$ cat src/rtl/light_pkg.sv
// Shared definitions for the light arbiter controller: FSM state type and encodings.
package light_pkg;

    typedef logic [1:0] state_t;

    localparam state_t ST_OFF  = 2'b00;
    localparam state_t ST_ON   = 2'b01;
    localparam state_t ST_WARN = 2'b10;

endpackage

$ cat src/rtl/light_arbiter_ctrl_if.sv
// Button/light bundle between the wall-switch side (master) and the controller (slave).
interface light_arbiter_ctrl_if
    import light_pkg::*;
#(
    parameter int unsigned N_BTN = 4
);

    logic [N_BTN-1:0] sButton;
    logic             sLuz;
    logic [N_BTN-1:0] sGrant;
    state_t           sState;

    modport master (
        output sButton,
        input  sLuz,
        input  sGrant,
        input  sState
    );

    modport slave (
        input  sButton,
        output sLuz,
        output sGrant,
        output sState
    );

endinterface

$ cat src/rtl/button_sync_edge.sv
// Two-flop synchronizer for one raw button level followed by a rising-edge detector.
module button_sync_edge (
    input  logic sClk,
    input  logic sReset,
    input  logic sButton,
    output logic sPress
);

    logic sync1_q;
    logic sync2_q;
    logic prev_q;

    always_ff @(posedge sClk or negedge sReset) begin
        if (!sReset) begin
            sync1_q <= 1'b0;
            sync2_q <= 1'b0;
            prev_q  <= 1'b0;
        end else begin
            sync1_q <= sButton;
            sync2_q <= sync1_q;
            prev_q  <= sync2_q;
        end
    end

    // A held button yields a single press.
    assign sPress = sync2_q & ~prev_q;

endmodule

$ cat src/rtl/light_arbiter_ctrl.sv
// Shared light controller: per-button sync/edge detect, round-robin arbiter, OFF/ON/WARN FSM.
// Define LUZ_AUTO_OFF_EN to build the auto-off timer, WARN state and blink; else OFF<->ON only.
module light_arbiter_ctrl
    import light_pkg::*;
#(
    parameter int unsigned N_BTN    = 4,
    parameter int unsigned TIMEOUT  = 1000,
    parameter int unsigned WARN_CYC = 100,
    parameter int unsigned BLINK    = 10
) (
    input logic                 sClk,
    input logic                 sReset,
    light_arbiter_ctrl_if.slave bus
);

    localparam int unsigned PW = $clog2(N_BTN);

    if (N_BTN < 2 || N_BTN > 8 || TIMEOUT < 2 || WARN_CYC < 2 || BLINK < 1 || BLINK >= WARN_CYC)
    begin : g_bad_cfg
        $error("light_arbiter_ctrl: illegal parameter set");
    end

    logic [N_BTN-1:0] press;
    logic [N_BTN-1:0] pending_q, pending_d;
    logic [N_BTN-1:0] grant_vec;
    logic [N_BTN-1:0] grant_q;
    logic             grant_any;
    logic [PW-1:0]    grant_idx;
    logic [PW-1:0]    ptr_q, ptr_d;
    state_t           state_q, state_d;
    logic             luz_q, luz_d;

    for (genvar i = 0; i < N_BTN; i++) begin : g_btn
        button_sync_edge u_sync (
            .sClk    (sClk),
            .sReset  (sReset),
            .sButton (bus.sButton[i]),
            .sPress  (press[i])
        );
    end

    // First pending requester at or after the pointer, wrapping.
    always_comb begin
        logic [PW-1:0] cand;
        grant_vec = '0;
        grant_any = 1'b0;
        grant_idx = '0;
        cand      = '0;
        for (int k = 0; k < N_BTN; k++) begin
            cand = PW'((32'(ptr_q) + 32'(k)) % N_BTN);
            if (!grant_any && pending_q[cand]) begin
                grant_any = 1'b1;
                grant_idx = cand;
            end
        end
        if (grant_any) begin
            grant_vec[grant_idx] = 1'b1;
        end
    end

    // A press in the same cycle as its own grant re-arms the request.
    always_comb begin
        pending_d = (pending_q & ~grant_vec) | press;
        ptr_d     = ptr_q;
        if (grant_any) begin
            ptr_d = PW'((32'(grant_idx) + 32'd1) % N_BTN);
        end
    end

`ifdef LUZ_AUTO_OFF_EN
    localparam int unsigned TW = $clog2(TIMEOUT);
    localparam int unsigned WW = $clog2(WARN_CYC);
    localparam int unsigned BW = (BLINK > 1) ? $clog2(BLINK) : 1;

    localparam logic [TW-1:0] TIMER_LAST = TW'(TIMEOUT - 1);
    localparam logic [WW-1:0] WCNT_LAST  = WW'(WARN_CYC - 1);
    localparam logic [BW-1:0] BCNT_LAST  = BW'(BLINK - 1);

    logic [TW-1:0] timer_q, timer_d;
    logic [WW-1:0] wcnt_q, wcnt_d;
    logic [BW-1:0] bcnt_q, bcnt_d;
    logic          phase_q, phase_d;

    always_comb begin
        state_d = state_q;
        timer_d = timer_q;
        wcnt_d  = wcnt_q;
        bcnt_d  = bcnt_q;
        phase_d = phase_q;
        case (state_q)
            ST_OFF: begin
                if (grant_any) begin
                    state_d = ST_ON;
                    timer_d = '0;
                end
            end
            ST_ON: begin
                if (grant_any) begin
                    state_d = ST_OFF;
                end else if (timer_q == TIMER_LAST) begin
                    state_d = ST_WARN;
                    wcnt_d  = '0;
                    bcnt_d  = '0;
                    phase_d = 1'b1;
                end else begin
                    timer_d = timer_q + 1'b1;
                end
            end
            ST_WARN: begin
                // A grant during the warning extends the light instead of turning it off.
                if (grant_any) begin
                    state_d = ST_ON;
                    timer_d = '0;
                end else if (wcnt_q == WCNT_LAST) begin
                    state_d = ST_OFF;
                end else begin
                    wcnt_d = wcnt_q + 1'b1;
                    if (bcnt_q == BCNT_LAST) begin
                        bcnt_d  = '0;
                        phase_d = ~phase_q;
                    end else begin
                        bcnt_d = bcnt_q + 1'b1;
                    end
                end
            end
            default: state_d = ST_OFF;
        endcase
        luz_d = (state_d == ST_ON) || ((state_d == ST_WARN) && phase_d);
    end

    always_ff @(posedge sClk or negedge sReset) begin
        if (!sReset) begin
            timer_q <= '0;
            wcnt_q  <= '0;
            bcnt_q  <= '0;
            phase_q <= 1'b1;
        end else begin
            timer_q <= timer_d;
            wcnt_q  <= wcnt_d;
            bcnt_q  <= bcnt_d;
            phase_q <= phase_d;
        end
    end
`else
    always_comb begin
        state_d = state_q;
        case (state_q)
            ST_OFF:  if (grant_any) state_d = ST_ON;
            ST_ON:   if (grant_any) state_d = ST_OFF;
            ST_WARN: state_d = ST_OFF;
            default: state_d = ST_OFF;
        endcase
        luz_d = (state_d == ST_ON);
    end
`endif

    always_ff @(posedge sClk or negedge sReset) begin
        if (!sReset) begin
            pending_q <= '0;
            ptr_q     <= '0;
            state_q   <= ST_OFF;
            grant_q   <= '0;
            luz_q     <= 1'b0;
        end else begin
            pending_q <= pending_d;
            ptr_q     <= ptr_d;
            state_q   <= state_d;
            grant_q   <= grant_vec;
            luz_q     <= luz_d;
        end
    end

    assign bus.sLuz   = luz_q;
    assign bus.sGrant = grant_q;
    assign bus.sState = state_q;

endmodule

$ cat src/flat_wrapper.sv
// flat-port wrapper written by rule: the top's interface ports become plain ports
module light_arbiter_ctrl_flat import light_pkg::*;
#(
    parameter int unsigned N_BTN    = 4,
    parameter int unsigned TIMEOUT  = 1000,
    parameter int unsigned WARN_CYC = 100,
    parameter int unsigned BLINK    = 10
)
  (sClk, sReset, bus_sButton, bus_sLuz, bus_sGrant, bus_sState);
  light_arbiter_ctrl_if #(.N_BTN(N_BTN)) bus_i ();
  input logic sClk;
  input logic sReset;
  input wire logic [$bits(bus_i.sButton)-1:0] bus_sButton;
  output wire logic [$bits(bus_i.sLuz)-1:0] bus_sLuz;
  output wire logic [$bits(bus_i.sGrant)-1:0] bus_sGrant;
  output wire logic [$bits(bus_i.sState)-1:0] bus_sState;
  assign bus_i.sButton = bus_sButton;
  assign bus_sLuz = bus_i.sLuz;
  assign bus_sGrant = bus_i.sGrant;
  assign bus_sState = bus_i.sState;
  light_arbiter_ctrl #(.N_BTN(N_BTN), .TIMEOUT(TIMEOUT), .WARN_CYC(WARN_CYC), .BLINK(BLINK)) u_core (.sClk(sClk), .sReset(sReset), .bus(bus_i));
endmodule
$ cat config.mk
export PLATFORM = sky130hd
export DESIGN_NAME = light_arbiter_ctrl_flat
export DESIGN_NICKNAME = d
export VERILOG_FILES = /design/src/rtl/light_pkg.sv /design/src/rtl/light_arbiter_ctrl_if.sv /design/src/rtl/button_sync_edge.sv /design/src/rtl/light_arbiter_ctrl.sv /design/src/flat_wrapper.sv
export SDC_FILE = /design/constraint.sdc
export NUM_CORES = 1
export LEC_CHECK = 0
export CELL_PAD_IN_SITES_DETAIL_PLACEMENT = 0
export CELL_PAD_IN_SITES_GLOBAL_PLACEMENT = 2
export CORE_UTILIZATION = 43
export DETAILED_ROUTE_END_ITERATION = 8
export DONT_BUFFER_PORTS = 1
export PLACE_DENSITY_LB_ADDON = 0.15
export SETUP_SLACK_MARGIN = 0.02
export SLEW_MARGIN = 10
export SYNTH_ARGS = -nofsm -noshare
export SYNTH_HDL_FRONTEND = slang
export SYNTH_SLANG_ARGS = --single-unit
$ cat constraint.sdc
create_clock -name sClk -period 4 [get_ports sClk]
set_input_delay 0.8 -clock sClk [delete_from_list [all_inputs] [get_ports sClk]]
set_output_delay 0.8 -clock sClk [all_outputs]
set_load 0.01 [all_outputs]
==> flow_metrics.py <==
metrics = {
    "floorplan": {
        "die_area_um2": 2310,
        "chipWidth_um": 48.1,
        "ios": 13,
        "placementRows": 16,
        "start_util_pct": 46.0,
        "core_area_um2": 1980,
        "die_y_um": 48.1,
    },
    "clocking": {
        "cts_tree": "built",
        "cts_buffers": 3,
        "cts_hold_buf": 0,
        "cts_sinks": 25,
        "root_buffer": "clkbuf_4",
        "clk_pin_slew_ps": 130,
        "htree_levels": 1,
        "ctsResizeCount": 0,
        "clk_path_buf_depth": 2,
        "post_cts_buffers": 0,
        "clk_latency_ps": 310,
    },
    "routing": {
        "wl_met2_um": 546,
        "wl_per_cell_um": 12.5,
        "vias": 474,
        "drtIter0Drc": 1,
        "wl_met1_um": 620,
        "highest_layer": "met4",
        "wl_um": 1230,
        "drcViolationCount": 0,
        "firstDrtPassIters": 2,
        "wl_met3_um": 47,
        "avgViaCountPerCell": 4.84,
        "drt.antenna.violating_nets": 0,
    },
    "setup_path": {
        "max_stage_delay_ps": 530,
        "cp.required_ps": 4210,
        "path_max_fanout": 7,
        "endpoint_kind": "register",
        "crit_type": "register to register",
        "cp_cell_sequence": "nor2b_1 > o21ai_0 > o211a_1 > ha_1 > mux2_2",
        "cp_data_arrival_time_ps": 1920,
        "slowest_stage": "dfrtp_1",
        "r2r_slack_ps": 2290,
        "start_kind": "register",
    },
    "layout": {
        "insertedDiodeCount": 0,
        "layout_common_cells": "25 x dfrtp_1, 8 x inv_1, 4 x and2b_1, 4 x o22ai_1, 4 x ha_1",
        "stdcell_count": 98,
        "design_area_um2": 972,
        "area_growth_pct": 6.58,
        "layout.nets": 82,
        "drive_above_1_share_pct": 7.04,
        "layout_commonest_cell": "dfrtp_1",
    },
    "timing": {
        "setup_violations": 0,
        "fin_crit_ps": 1710,
        "rsz0062_at_grt": "no",
        "slew_viol_final": 0,
        "fin_setup_tns_ps": 0,
        "min_period_over_period_pct": 42.7,
        "hold_ws_ps": 165,
        "skew_ps": 3.05,
        "hold_viol": 0,
        "fmax_ghz": 0.586,
    },
    "global_route": {
        "grt_pass1_wl_um": 1990,
        "grt_usage_pct": 13.7,
        "grt_max_degree": 26,
        "grt_pass1_vias": 423,
        "antenna_found_initial": 0,
        "overflow": 0,
    },
    "yosys": {
        "ys_types": 22,
        "synthCells": 67,
        "ys_seq_elements": 25,
        "synth.avg_cell_area_um2": 13.6,
        "syn-num-nets": 77,
        "ys_warn_count": 0,
        "seq_area_frac_synth_pct": 68.6,
        "syn-cell-area_um2": 912,
    },
    "job": {
        "max_cap_violations": 0,
    },
    "place": {
        "dp_cells": 94,
        "place_area_um2": 946,
        "hpwlAfterDp_um": 845,
        "globalplace.congestion": 0.753,
        "io_buffer_count": 0,
    },
    "pwr": {
        "pwr-share-comb_pct": 31.8,
        "p_clk_share_pct": 14.8,
        "swShare_pct": 34.8,
        "internal_power_uw": 476,
        "leakage_nw": 0.475,
        "cellPowerDensity_nw_per_um2": 751,
        "ir_drop_mv": 0.292,
        "total_switching_power_uw": 254,
        "p_seq_share_pct": 53.4,
    },
    "min_path": {
        "hp-class": "input pin to asynchronous set/reset pin",
    },
    "outcome": {
        "status": "completed",
    },
}
[metal layers]
metal | global-route usage (%) | vias to the layer above
li1 | - | 224
met1 | 19.6 | 239
met2 | 17.6 | 9
met3 | 3.77 | 2
met4 | 10.0 | 0
met5 | 0 | -
[Yosys cell counts]
cell      number  area share (%)
mux2_2         1             1.2
dfrtp_1       25              69
o211ai_1       1            0.82
a21oi_1        2             1.1
nor4_4         1             2.3
and2b_1        4             3.3
nand3_1        2             1.1
or2b_1         1            0.82
xor2_1         1            0.96
nor2b_1        2             1.4
nand2b_1       1            0.69
ha_1           4             5.5
or3_1          1            0.69
a21o_1         1            0.82
conb_1         1            0.41
nor2_1         3             1.2
o211a_1        1             1.1
o21ai_0        1            0.55
nor3b_1        1            0.82
nor3_1         1            0.55
o22ai_1        4             2.7
inv_1          8             3.3
[worst paths after layout]
check / start / endpoint / depth (start not counted)
max in group asynchronous: sReset / u_core.g_btn[3].u_sync.prev_q / 0
max reg2reg: u_core.pending_q[3] / u_core.ptr_q[1] / 5
min: sReset / u_core.pending_q[2] / 0
min reg2reg: u_core.g_btn[0].u_sync.sync1_q / u_core.g_btn[0].u_sync.sync2_q / 0
max: u_core.pending_q[3] / u_core.ptr_q[1] / 5
min in group sClk: u_core.g_btn[0].u_sync.sync1_q / u_core.g_btn[0].u_sync.sync2_q / 0
[worst max-delay path: cells and delay by family, from the launching register on]
| family | cells | cell delay [ps] |
|---|---|---|
| flops | 1 | 530 |
| compound gates | 2 | 520 |
| mux | 1 | 250 |
| fa+ha+maj | 1 | 230 |
| simple gates | 1 | 80 |
[per-stage QoR]
stage          total power [mW]  util (%)  worst slack [ps]
3_3_place_gp              0.632      47.7              2330
4_1_cts                   0.738      49.1              2290
2_1_floorplan             0.576         -              2390
3_5_place_dp              0.629      47.7              2310
6_report                  0.730      49.1              2290
5_1_grt                   0.794      49.1              2150
[state kept, by name, indices dropped and copies added (netlist names)]
register	flops
u_core.bus.sState	2
u_core.g_btn.u_sync.sync1_q	4
u_core.bus.sLuz	1
u_core.bus.sGrant	4
u_core.pending_q	4
u_core.g_btn.u_sync.sync2_q	4
u_core.ptr_q	2
u_core.g_btn.u_sync.prev_q	4
[layout make-up]
type | count | area (um2)
fillers | 176 | 1010
flip-flops and latches | 25 | 626
multi-input cells | 34 | 256
well taps | 27 | 33.8
inverters | 8 | 30.0
clock buffers | 4 | 26.3
[cells by family (layout without fill, tap and decap cells)]
logic type / after synthesis / count (layout) / share of synthesized area [%]
muxes: 1 / 1 / 1.23
buffers and inverters: 8 / 12 / 3.29
adders and majority gates: 4 / 4 / 5.49
and+or+nand+nor: 17 / 17 / 12.9
other: 1 / 1 / 0.411
AOI/OAI and AO/OA: 10 / 10 / 7.13
xor gates and xnor gates: 1 / 1 / 0.960
DFF: 25 / 25 / 68.6
[power groups by stage]
stage / registers, mW / logic (mW) / clock network [mW]
3_3_place_gp: 0.395 / 0.238 / 0
5_1_grt: 0.400 / 0.270 / 0.124
3_5_place_dp: 0.395 / 0.233 / 0
6_report: 0.390 / 0.232 / 0.108
4_1_cts: 0.390 / 0.236 / 0.111
2_1_floorplan: 0.379 / 0.197 / 0
Note: power is estimated with default switching activity, not from simulation.
